`config.mk`:
```
export PLATFORM = sky130hd
export DESIGN_NAME = pipelined_addsub
export DESIGN_NICKNAME = d
export VERILOG_FILES = /design/src/rtl/pipelined_addsub_pkg.sv /design/src/rtl/pipelined_addsub_chunk.sv /design/src/rtl/pipelined_addsub.sv
export SDC_FILE = /design/constraint.sdc
export NUM_CORES = 1
export LEC_CHECK = 0
export BUFFER_PORTS_ARGS = -buffer_cell sky130_fd_sc_hd__buf_2
export CORE_UTILIZATION = 51
export CTS_BUF_LIST = sky130_fd_sc_hd__clkbuf_16
export DETAILED_ROUTE_END_ITERATION = 8
export GPL_TIMING_DRIVEN = 0
export PLACE_DENSITY_LB_ADDON = 0.08
export REMOVE_ABC_BUFFERS = 1
export SLEW_MARGIN = 20
export SYNTH_ARGS = -nofsm -noshare
export SYNTH_HDL_FRONTEND = slang
export SYNTH_SLANG_ARGS = --single-unit
export TNS_END_PERCENT = 100
```
`constraint.sdc`:
```
create_clock -name clk -period 2 [get_ports clk]
set_input_delay 0 -clock clk [delete_from_list [all_inputs] [get_ports clk]]
set_output_delay 0 -clock clk [all_outputs]
set_load 0.05 [all_outputs]
```
`src/rtl/pipelined_addsub_pkg.sv`:
```
// Package: pipelined_addsub_pkg
// Purpose: shared opcode encodings for the add/subtract datapath. The ALU
//          decoder drives the op input of pipelined_addsub with these values.
// Contents:
//   ALU_OP_ADD  op value selecting a + b + cin
//   ALU_OP_SUB  op value selecting a - b - cin (cin acts as borrow-in)
package pipelined_addsub_pkg;

  localparam logic ALU_OP_ADD = 1'b0;
  localparam logic ALU_OP_SUB = 1'b1;

endpackage : pipelined_addsub_pkg

```
`src/rtl/pipelined_addsub_chunk.sv`:
```
// Module: addsub_chunk
// Purpose: combinational C-bit slice of the carry chain. One instance per
//          pipeline stage; the surrounding stage registers live in the top.
// Ports:
//   a        in   C  operand A bits for this chunk
//   b_eff    in   C  operand B bits, already inverted for subtract
//   ci       in   1  carry into the chunk LSB
//   s        out  C  chunk sum
//   co       out  1  carry out of the chunk MSB
//   c_msb_in out  1  carry into the chunk MSB (used for signed overflow)
module addsub_chunk #(
  parameter int C = 4
) (
  input  logic [C-1:0] a,
  input  logic [C-1:0] b_eff,
  input  logic         ci,
  output logic [C-1:0] s,
  output logic         co,
  output logic         c_msb_in
);

  logic [C:0] full;

  assign full = {1'b0, a} + {1'b0, b_eff} + {{C{1'b0}}, ci};
  assign s    = full[C-1:0];
  assign co   = full[C];
  // The MSB sum bit is a ^ b ^ carry_in, so the carry into it falls out by
  // XOR-ing the operands back out.
  assign c_msb_in = a[C-1] ^ b_eff[C-1] ^ full[C-1];

endmodule : addsub_chunk

```
`src/rtl/pipelined_addsub.sv`:
```
// Module: pipelined_addsub
// Purpose: pipelined add/subtract unit. The WIDTH-bit carry chain is split
//          into STAGES chunks of C = WIDTH/STAGES bits with the carry
//          registered between chunks. Result flags come from the last stage.
// Ports:
//   clk, rst_n           clock, asynchronous active-low reset
//   in_valid / in_ready  input handshake (op, a, b, cin)
//   op                   0 = add, 1 = subtract
//   a, b                 WIDTH-bit operands
//   cin                  carry-in (add) / borrow-in (subtract)
//   out_valid/out_ready  output handshake (sum, cout, ovf, zero)
//   sum                  WIDTH-bit result
//   cout                 carry out of the MSB (subtract: 1 = no borrow)
//   ovf                  signed overflow
//   zero                 sum == 0
// Handshake: a transfer happens on a side in any cycle where valid and ready
//   are both high at the rising edge. in_ready depends combinationally on
//   out_ready; out_valid is a register output and never depends on in_valid.
module pipelined_addsub
  import pipelined_addsub_pkg::*;
#(
  parameter int WIDTH  = 8,
  parameter int STAGES = 2
) (
  input  logic             clk,
  input  logic             rst_n,
  input  logic             in_valid,
  output logic             in_ready,
  input  logic             op,
  input  logic [WIDTH-1:0] a,
  input  logic [WIDTH-1:0] b,
  input  logic             cin,
  output logic             out_valid,
  input  logic             out_ready,
  output logic [WIDTH-1:0] sum,
  output logic             cout,
  output logic             ovf,
  output logic             zero
);

  localparam int C   = WIDTH / STAGES;
  // Operand registers exist only between stages, so there are STAGES-1 of
  // them; keep at least one slot so the declaration stays legal for STAGES==1.
  localparam int OPS = (STAGES > 1) ? STAGES - 1 : 1;

  if (WIDTH < 2 || STAGES < 1 || STAGES > WIDTH || (WIDTH % STAGES) != 0) begin : g_bad_params
    $error("pipelined_addsub: WIDTH must be >= 2 and divisible by STAGES (1..WIDTH)");
  end

  logic [WIDTH-1:0] b_eff;
  logic             cin_eff;

  assign b_eff   = (op == ALU_OP_SUB) ? ~b : b;
  assign cin_eff = (op == ALU_OP_SUB) ? ~cin : cin;

  // Per-stage state. Operands not yet added travel shifted down so the next
  // stage always finds its chunk in the low C bits.
  logic [STAGES-1:0]            v_q;
  logic [STAGES-1:0]            c_q;
  logic [STAGES-1:0][WIDTH-1:0] s_q;
  logic [OPS-1:0][WIDTH-1:0]    a_q;
  logic [OPS-1:0][WIDTH-1:0]    b_q;
  logic                         ovf_q;
  logic                         zero_q;
  logic [STAGES-1:0]            load;

  // Stage k may load when it is empty or its downstream neighbour takes its
  // token this cycle; the output register drains on out_ready.
  always_comb begin
    logic acc;
    acc  = out_ready;
    load = '0;
    for (int k = STAGES - 1; k >= 0; k--) begin
      acc     = acc | ~v_q[k];
      load[k] = acc;
    end
  end

  for (genvar k = 0; k < STAGES; k++) begin : g_stage
    logic [C-1:0]     ch_a;
    logic [C-1:0]     ch_b;
    logic             ch_ci;
    logic             up_v;
    logic [WIDTH-1:0] up_s;
    logic [C-1:0]     ch_s;
    logic             ch_co;
    logic             ch_msb;
    logic [WIDTH-1:0] s_next;

    if (k == 0) begin : g_first
      assign ch_a  = a[C-1:0];
      assign ch_b  = b_eff[C-1:0];
      assign ch_ci = cin_eff;
      assign up_v  = in_valid;
      assign up_s  = '0;
    end else begin : g_next
      assign ch_a  = a_q[k-1][C-1:0];
      assign ch_b  = b_q[k-1][C-1:0];
      assign ch_ci = c_q[k-1];
      assign up_v  = v_q[k-1];
      assign up_s  = s_q[k-1];
    end

    addsub_chunk #(.C(C)) u_chunk (
      .a        (ch_a),
      .b_eff    (ch_b),
      .ci       (ch_ci),
      .s        (ch_s),
      .co       (ch_co),
      .c_msb_in (ch_msb)
    );

    // Bits above the chunks added so far are still zero in up_s.
    assign s_next = up_s | (WIDTH'(ch_s) << (k * C));

    always_ff @(posedge clk or negedge rst_n) begin
      if (!rst_n) begin
        v_q[k] <= 1'b0;
        c_q[k] <= 1'b0;
        s_q[k] <= '0;
      end else if (load[k]) begin
        v_q[k] <= up_v;
        if (up_v) begin
          c_q[k] <= ch_co;
          s_q[k] <= s_next;
        end
      end
    end

    if (k < STAGES - 1) begin : g_operands
      logic [WIDTH-1:0] src_a;
      logic [WIDTH-1:0] src_b;

      if (k == 0) begin : g_src_in
        assign src_a = a;
        assign src_b = b_eff;
      end else begin : g_src_reg
        assign src_a = a_q[k-1];
        assign src_b = b_q[k-1];
      end

      always_ff @(posedge clk or negedge rst_n) begin
        if (!rst_n) begin
          a_q[k] <= '0;
          b_q[k] <= '0;
        end else if (load[k] && up_v) begin
          a_q[k] <= src_a >> C;
          b_q[k] <= src_b >> C;
        end
      end
    end

    if (k == STAGES - 1) begin : g_flags
      always_ff @(posedge clk or negedge rst_n) begin
        if (!rst_n) begin
          ovf_q  <= 1'b0;
          zero_q <= 1'b0;
        end else if (load[k] && up_v) begin
          ovf_q  <= ch_msb ^ ch_co;
          zero_q <= (s_next == '0);
        end
      end
    end else begin : g_mid
      // Only the top chunk's MSB carry matters for signed overflow.
      logic msb_carry_unused;
      assign msb_carry_unused = ch_msb;
    end
  end

  assign in_ready  = load[0];
  assign out_valid = v_q[STAGES-1];
  assign sum       = s_q[STAGES-1];
  assign cout      = c_q[STAGES-1];
  assign ovf       = ovf_q;
  assign zero      = zero_q;

endmodule : pipelined_addsub
```
==> results of run 1 <==
## layout by cell type, fill, tap and decap left out, drive strengths merged, types with 3 or more instances in the layout
| cell | n |
|---|---|
| a21o | 4 |
| a21oi | 4 |
| buf | 35 |
| clkbuf | 3 |
| dfrtp | 26 |
| dlygate4sd3 | 6 |
| fa | 4 |
| ha | 6 |
| mux2 | 13 |
| nand2 | 13 |
| nand2b | 3 |
| o21ai | 10 |
| xnor2 | 8 |
| xor2 | 6 |
## how the worst min path moves through the flow
| stage | startpoint | to | slack [ps] |
|---|---|---|---|
| after floorplan | rst_n | a_q[0] | -300 |
| after CTS | b[6] | b_q[2] | 20 |
| after global routing | b[6] | b_q[2] | 30 |
| after global placement | rst_n | g_stage[1].up_v | 20 |
| after detailed placement | rst_n | out_valid | 20 |
| final | b[4] | b_q[0] | 20 |
## flip-flops by register name (all words and copies together), names as in the netlist
| register | count |
|---|---|
| sum | 8 |
| a_q | 4 |
| b_q | 4 |
| g_stage.up_s | 4 |
| cout | 1 |
| g_stage.ch_ci | 1 |
| g_stage.up_v | 1 |
| out_valid | 1 |
| ovf | 1 |
| zero | 1 |
## worst max-delay path: cells and delay by family, from the launching register on
family,cells,cell delay [ps]
adders and majority gates,2,800
DFF,1,410
xor gates and xnor gates,1,130
AOI/OAI and AO/OA,3,440
## cells in the mapped netlist
| cell | count | area (µm²) |
|---|---|---|
| dfrtp_1 | 26 | 651 |
| mux2_2 | 13 | 146 |
| nand2_1 | 12 | 45.0 |
| o21ai_0 | 10 | 50.1 |
| xnor2_1 | 8 | 70.1 |
| ha_1 | 6 | 75.1 |
| xor2_1 | 6 | 52.6 |
| a21o_1 | 4 | 30.0 |
| fa_1 | 4 | 80.1 |
| buf_2 | 3 | 15.0 |
| nand2b_1 | 3 | 18.8 |
| a21oi_1 | 2 | 10.0 |
| a21oi_2 | 1 | 8.76 |
| a21oi_4 | 1 | 16.3 |
| buf_4 | 1 | 7.51 |
| nand2_2 | 1 | 6.26 |
| nand3_1 | 1 | 5.00 |
| nand3b_1 | 1 | 7.51 |
| nor2_1 | 1 | 3.75 |
| nor4_1 | 1 | 6.26 |
| o31ai_1 | 1 | 7.51 |
## cell type report
type,instances,area [µm²]
Sequential cell,26,651
Clock buffer,3,75.1
Clock inverter,1,3.75
Tap cell,30,37.5
Multi-Input combinational cell,76,644
Timing Repair Buffer,41,238
Fill cell,183,806
## logic make-up after synthesis
| logic type | synth area share [%] |
|---|---|
| AND/OR/NAND/NOR | 7.05 |
| adder cells (fa/ha/maj) | 11.8 |
| flip-flops | 49.6 |
| XOR/XNOR | 9.34 |
| multiplexers | 11.2 |
| AO/OA/AOI/OAI | 9.34 |
| buffers and inverters | 1.72 |
## per-layer routing
| metal | up-vias | global-route usage (%) | wire length (µm) |
|---|---|---|---|
| li1 | 442 | - | - |
| met1 | 421 | 22.0 | 1020 |
| met2 | 27 | 31.4 | 1080 |
| met3 | 2 | 2.61 | 74 |
| met4 | 0 | 7.89 | 21 |
| met5 | - | 0 | 0 |
## power groups by stage
stage / combinational, mW / sequential (mW) / clock, mW
4_1_cts: 0.887 / 0.769 / 0.455
6_report: 0.894 / 0.768 / 0.437
3_5_place_dp: 0.875 / 0.779 / 0
2_1_floorplan: 0.331 / 1.10 / 0
5_1_grt: 0.963 / 0.791 / 0.464
3_3_place_gp: 0.850 / 0.768 / 0
## through the flow
step	area (µm²)	setup slack (ps)	hold WS, ps	total power [mW]	instances
2_1_floorplan	1290	-244	-296	1.43	102
3_3_place_gp	1500	45.6	19.4	1.62	166
3_5_place_dp	1500	-12.9	23.3	1.65	166
4_1_cts	1640	31.9	20.1	2.11	176
5_1_grt	1650	-18.9	26.0	2.22	177
6_report	1650	104	22.4	2.10	177
## what timing repair did
action,4_1_cts,5_1_grt
pin swaps,0,1
buffers inserted,0,1
endpoints found under the hold margin,31,0
endpoints found under the setup margin,1,1
gates resized for setup,1,1
hold buffers,6,0
==> flow_summary.toml, run 1 <==
[status]
status = "completed"

[critical_path]
start_kind = "flip-flop"
r2r-start = "a_q[0]"
cp.arrival_ps = 2030
crit_required_ps = 2130
path_common_cell = "fa_2"
startpoint = "a_q[0]"
critPathMaxFanout = 2
crit_chain = "fa_2 -> fa_2 -> a21o_1 -> a21oi_2 -> xnor2_1 -> o21ai_0"
criticalPathCategory = "reg2reg"
worst_setup_path_end_kind = "flip-flop"
crit_path_end = "ovf"
reg2reg_depth = 6
slowest_stage = "fa_2"
reg2reg_to = "ovf"
critPathMaxStageDelay_ps = 430
r2r_setup_slack_ps = 100

[global_routing]
grt_pass1_vias = 876
grt_max_degree = 27
grt_pass1_wl_um = 3620
grt_usage_pct = 18.1
grt-ovfl-total = 0
antenna_found_initial = 0

[clock_network]
clock_sinks = 26
ctsLongestPathBuffers = 2
ctsRootBufferMaster = "clkbuf_16"
clk_pin_slew_ps = 60
cts_tree = "built"
ctsHtreeMaxLevel = 1
clk_latency_ps = 260
cts_buffers = 3

[layout]
drive_gt1_share_pct = 38.1
area_growth_pct = 25.6
antenna_cells = 0
fin_nets = 180
final_util_pct = 67.2

[logic_synthesis]
yosys.cell_types.count = 21
synth.avg_cell_area_um2 = 12.4
yosys_register_bits = 26
yosysWarnings = 0
syn_area_mm2 = 0.00131
syn_inst = 106
seq_area_frac_synth_pct = 49.6

[placement]
gp_congestion = 0.716
hpwl_um = 1680
portBuffers = 34

[timing]
worst_pin_slew_ps = 613
fin_crit_ps = 1900
fmax_mhz = 527
finClkSkew_ps = 5.84
drv_slew = 0
slew-limit-headroom_pct = 59.0
timing.final.crit_share_pct = 94.8
fin_setup_tns_ps = 0
setup_viol = 0
final_hold_viol_count = 0

[floorplan]
start_util_pct = 53.5
die-area_mm2 = 0.00278
ios = 35
rows = 18
dieWidth_um = 52.7
core_mm2 = 0.00245
fp.dieH_um = 52.7

[drt]
wl_um = 2200
dr.pass1.iters = 2
avgViaCountPerCell = 5.04
routed_wire_length_per_instance_um = 12.4
drc = 0
drtAntennaViolNets = 0
via_count = 892
drtIter0Drc = 6

[power]
power_density_mw_per_mm2 = 1270
seq_power_share_pct = 36.6
power.internal_mw = 1.25
leakagePower_nw = 0.784
p_sw_mw = 0.845
ir_drop_uv = 774
pwr-share-comb_pct = 42.6
pwr-share-clk_pct = 20.8
switching_share_pct = 40.2

[worst_hold_path]
holdPathStages = 3
hp-class = "in2reg"

[flow_run]
max_cap_violations = 0
Note: power is estimated with default switching activity, not from simulation.
==> run 2, diff against run 1 <==
--- a/config.mk
+++ b/config.mk
@@ -10,6 +10,7 @@
 export CTS_BUF_LIST = sky130_fd_sc_hd__clkbuf_16
 export DETAILED_ROUTE_END_ITERATION = 8
 export GPL_TIMING_DRIVEN = 0
+export HOLD_SLACK_MARGIN = 0.08
 export PLACE_DENSITY_LB_ADDON = 0.08
 export REMOVE_ABC_BUFFERS = 1
 export SLEW_MARGIN = 20
==> run 2 against run 1 <==
Net effect:
- design area increased by 3.6%
- sequential share of layout area decreased by 1.4 points
- routed wire length increased by 2.2%
- sequential cell count is the same
- cell count increased by 3.4%
- first-iteration DRC count stayed put
- critical path depth did not move
- clock power hardly changed
- power increased by 0.49%
- maximum frequency barely moved
- critical path type unchanged
- largest cell class unchanged
==> flow_summary.toml, run 2 (same netlist as run 1, synthesis figures left out) <==
[status]
status = "completed"

[floorplan]
core_mm2 = 0.00245
dieWidth_um = 52.7
ios = 35
fp.dieH_um = 52.7
die-area_mm2 = 0.00278
start_util_pct = 53.5
rows = 18

[timing]
slew-limit-headroom_pct = 59.2
fin_crit_ps = 1890
fmax_mhz = 528
hold_slack_ps = 142
finClkSkew_ps = 6.05
drv_slew = 0
timing.final.crit_share_pct = 94.7
final_hold_viol_count = 0
worst_pin_slew_ps = 610
setup_viol = 0

[layout]
largest_reg_flops = 8
nFillCells = 178
layout_commonest_cell = "buf_2"
antenna_cells = 0
final_util_pct = 69.6
fin_nets = 186
drive_gt1_share_pct = 36.6
mostFrequentLayoutCells = "34 x buf_2, 26 x dfrtp_1, 13 x mux2_2"
area_growth_pct = 30.2
final_cells = 183

[critical_path]
r2r-start = "a_q[0]"
start_kind = "flip-flop"
reg2reg_to = "ovf"
r2r_setup_slack_ps = 110
criticalPathCategory = "reg2reg"
critPathMaxFanout = 2
crit_required_ps = 2130
reg2reg_depth = 6
worst_setup_path_end_kind = "flip-flop"
cp.arrival_ps = 2030

[worst_hold_path]
hp-class = "in2reg"
holdPathStages = 4
min_to = "g_stage[1].ch_ci"
min_from = "a[3]"

[power]
power.internal_mw = 1.26
ir_drop_uv = 780
pwr-share-clk_pct = 20.7
leakagePower_nw = 0.809
p_sw_mw = 0.847
power_density_mw_per_mm2 = 1230
seq_power_share_pct = 36.4
pwr-share-comb_pct = 42.8
switching_share_pct = 40.1

[clock_network]
ctsRootBufferMaster = "clkbuf_16"
clk_latency_ps = 260
ctsLongestPathBuffers = 2
clk_pin_slew_ps = 60
cts_buffers = 3
ctsHtreeMaxLevel = 1
cts_tree = "built"
clock_sinks = 26

[global_routing]
grt_pass1_wl_um = 3680
grt_usage_pct = 18.4
antenna_found_initial = 0
grt_pass1_vias = 902
grt_max_degree = 27
grt-ovfl-total = 0

[drt]
drc = 0
drtAntennaViolNets = 0
routed_wire_length_per_instance_um = 12.3
drtIter0Drc = 6
avgViaCountPerCell = 4.99
via_count = 914
wl_um = 2250
dr.pass1.iters = 2

[flow_run]
max_cap_violations = 0

[placement]
gp_congestion = 0.716
hpwl_um = 1680
portBuffers = 34
dpl.cell_count = 166
run 2: cell count changes in the layout (fill, tap and decap cells not counted), sizes merged:
cell         before  now
dlygate4sd3       6   12
run 2: layout make-up:
class,instances,area [µm²],area share [%]
clock buffer,3,75.1,4.39
timing repair buffer,47,298,17.4
tap,30,37.5,2.20
sequential,26,651,38.1
multi-input combinational,76,644,37.7
clock inverter,1,3.75,0.220
run 2: critical path, cell delays in order (launching register included):
cell and delay (ps):
dfrtp_1 410, fa_2 430, fa_2 370, a21o_1 190
a21oi_2 170, xnor2_1 130, o21ai_0 80
run 2: worst max path at each step:
stage	startpoint	endpoint	slack, ps
floorplan	out_valid	a_q[0]	-240
global placement	a_q[0]	ovf	50
detailed placement	a_q[0]	ovf	-10
CTS	a_q[0]	ovf	30
global route	a_q[0]	ovf	-20
finish	a_q[0]	ovf	110
run 2: per-stage QoR:
step / setup TNS [ps] / setup WS [ps] / total power, mW / instance area [µm²]
after detailed placement: -12.9 / -12.9 / 1.65 / 1500
after CTS: 0 / 31.9 / 2.12 / 1700
after floorplan: -1710 / -244 / 1.43 / 1290
final: 0 / 105 / 2.11 / 1710
after global placement: 0 / 45.6 / 1.62 / 1500
after global routing: -18.0 / -18.0 / 2.23 / 1710
run 2: power groups by stage:
stage	clock network, mW	logic [mW]	registers, mW
2_1_floorplan	0	0.331	1.10
3_3_place_gp	0	0.850	0.768
3_5_place_dp	0	0.875	0.779
4_1_cts	0.455	0.897	0.769
5_1_grt	0.464	0.973	0.791
6_report	0.438	0.904	0.768
run 2: timing repair:
action / CTS / global route
cloned: 0 / 0
resized for setup: 1 / 1
pin swaps: 0 / 1
setup endpoints to repair: 1 / 1
hold buffers: 12 / 0
buffers inserted: 0 / 1
endpoints found under the hold margin: 36 / 0
run 2: routing by layer:
layer,share of wire [%],global-route usage (%)
met5,0,0
met4,0.94,7.89
met3,2.8,2.61
met2,50,32.5
met1,47,22.0
==> run 3, diff against run 2 <==
--- a/config.mk
+++ b/config.mk
@@ -6,7 +6,7 @@
 export NUM_CORES = 1
 export LEC_CHECK = 0
 export BUFFER_PORTS_ARGS = -buffer_cell sky130_fd_sc_hd__buf_2
-export CORE_UTILIZATION = 51
+export CORE_UTILIZATION = 46
 export CTS_BUF_LIST = sky130_fd_sc_hd__clkbuf_16
 export DETAILED_ROUTE_END_ITERATION = 8
 export GPL_TIMING_DRIVEN = 0
==> constraint.sdc (replaced) <==
create_clock -name clk -period 1.6 [get_ports clk]
set_input_delay 0 -clock clk [delete_from_list [all_inputs] [get_ports clk]]
set_output_delay 0 -clock clk [all_outputs]
set_load 0.05 [all_outputs]
==> run 3 against run 2 <==
Net effect:
- the run now ends with setup timing left
- utilization decreased by 7.0 points
- highest routed layer unchanged
- setup slack got worse by 360 ps
- critical endpoint unchanged
- count of clock-buffer cells in the layout unchanged
- register-to-register slack got worse by 360 ps
- sequential share of layout area decreased by 0.083 points
- sequential cell count unchanged
- cell count unchanged
- non-clock buffer count decreased by 1
- clock power increased by 22%
==> flow_summary.toml, run 3 (same netlist as run 1, synthesis figures left out) <==
[status]
status = "complete, but fails checks"
violations = "setup timing"

[critical_path]
criticalPathCategory = "reg2reg"
reg2reg_depth = 6
r2r_setup_slack_ps = -250
worst_setup_path_end_kind = "flip-flop"
reg2reg_to = "ovf"
r2r-start = "g_stage[1].ch_ci"
startpoint = "g_stage[1].ch_ci"
start_kind = "flip-flop"
cp.arrival_ps = 1980
critPathMaxFanout = 2
crit_path_end = "ovf"
crit_required_ps = 1730

[global_routing]
grt-ovfl-total = 0
grt_pass1_wl_um = 3950
antenna_found_initial = 0
grt_pass1_vias = 916
grt_max_degree = 27
grt_usage_pct = 16.4

[power]
pwr-share-clk_pct = 20.5
total_power_mw = 2.61
seq_power_share_pct = 36.8
pwr-share-comb_pct = 42.7
switching_share_pct = 39.5
p_sw_mw = 1.03
ir_drop_uv = 1120
power.internal_mw = 1.58
leakagePower_nw = 0.810
power_density_mw_per_mm2 = 1520

[timing]
rsz0062_at_grt = "yes"
final_hold_viol_count = 0
layout_setup_ws_ps = -253
fmax_mhz = 540
slew-limit-headroom_pct = 63.5
setup_viol = 6
fin_crit_ps = 1850
finClkSkew_ps = 1.92
timing.final.crit_share_pct = 116
fin_setup_tns_ps = -789
worst_pin_slew_ps = 548
drv_slew = 0
hold_slack_ps = 154

[placement]
dpl.cell_count = 167
dp_slack_ps = -378
gp_congestion = 0.731
postPlaceCellArea_mm2 = 0.00150
portBuffers = 34
hpwl_um = 1580

[drt]
via_count = 878
avgViaCountPerCell = 4.80
dr.pass1.iters = 4
routed_wire_length_per_instance_um = 11.3
wl_um = 2070
drc = 0
drtIter0Drc = 11
drtAntennaViolNets = 0

[floorplan]
rows = 19
start_util_pct = 48.0
ios = 35
die-area_mm2 = 0.00307
dieWidth_um = 55.4
fp.dieH_um = 55.4
core_mm2 = 0.00273

[clock_network]
cts_tree = "built"
clk_latency_ps = 250
ctsRootBufferMaster = "clkbuf_16"
clk_pin_slew_ps = 60
clock_sinks = 26
ctsHtreeMaxLevel = 1
ctsLongestPathBuffers = 2
cts_buffers = 3

[layout]
layout_commonest_cell = "buf_2"
largest_reg_flops = 8
mostFrequentLayoutCells = "34 x buf_2, 26 x dfrtp_1, 13 x mux2_2"
design_area_mm2 = 0.00171
nFillCells = 236
final_util_pct = 62.7
area_growth_pct = 30.5
antenna_cells = 0
fin_nets = 185
drive_gt1_share_pct = 37.5
final_cells = 183

[worst_hold_path]
hp-class = "in2reg"

[flow_run]
max_cap_violations = 0
## run 3: how the worst min path moves through the flow
stage / from / to / slack, ps / cells past startpoint
3_3_place_gp: rst_n / out_valid / 20 / 1
2_1_floorplan: rst_n / a_q[0] / -300 / 0
5_1_grt: a[0] / g_stage[1].up_s[0] / 190 / 3
4_1_cts: a[0] / g_stage[1].up_s[0] / 160 / 3
6_report: a[0] / g_stage[1].up_s[0] / 150 / 3
3_5_place_dp: rst_n / g_stage[1].up_v / 20 / 1
## run 3: worst max-delay path: stages (launching register included)
cell and delay, ps:
dfrtp_1 410, fa_2 430, fa_2 370, a21o_1 180, a21oi_2 160, xnor2_1 130
o21ai_1 70
## run 3: layout make-up
class / count / area [µm²] / share of cell area (%)
clock inverters: 1 / 3.75 / 0.219
well taps: 31 / 38.8 / 2.26
multi-input cells: 76 / 654 / 38.2
repair buffers: 46 / 290 / 16.9
flip-flops and latches: 26 / 651 / 38.0
clock buffers: 3 / 75.1 / 4.38
## run 3: timing repair
item                                   CTS  global route
pin swaps                                2             0
setup endpoints to repair                6            12
hold buffers                            12             0
setup buffers                            0             0
endpoints found under the hold margin   36             0
cloned                                   0             0
resized for setup                        4             1
## run 3: power groups by stage
stage	sequential (mW)	combinational [mW]	clock (mW)
floorplan	1.37	0.414	0
global placement	0.960	1.06	0
global route	0.989	1.21	0.580
detailed placement	0.972	1.08	0
CTS	0.961	1.13	0.549
finish	0.959	1.11	0.534
## run 3: layer usage
metal	track usage, %	vias to the layer above	routed length [µm]
li1	-	454	-
met1	21.0	397	983
met2	28.1	25	996
met3	2.11	2	69
met4	6.43	0	18
met5	0	-	0
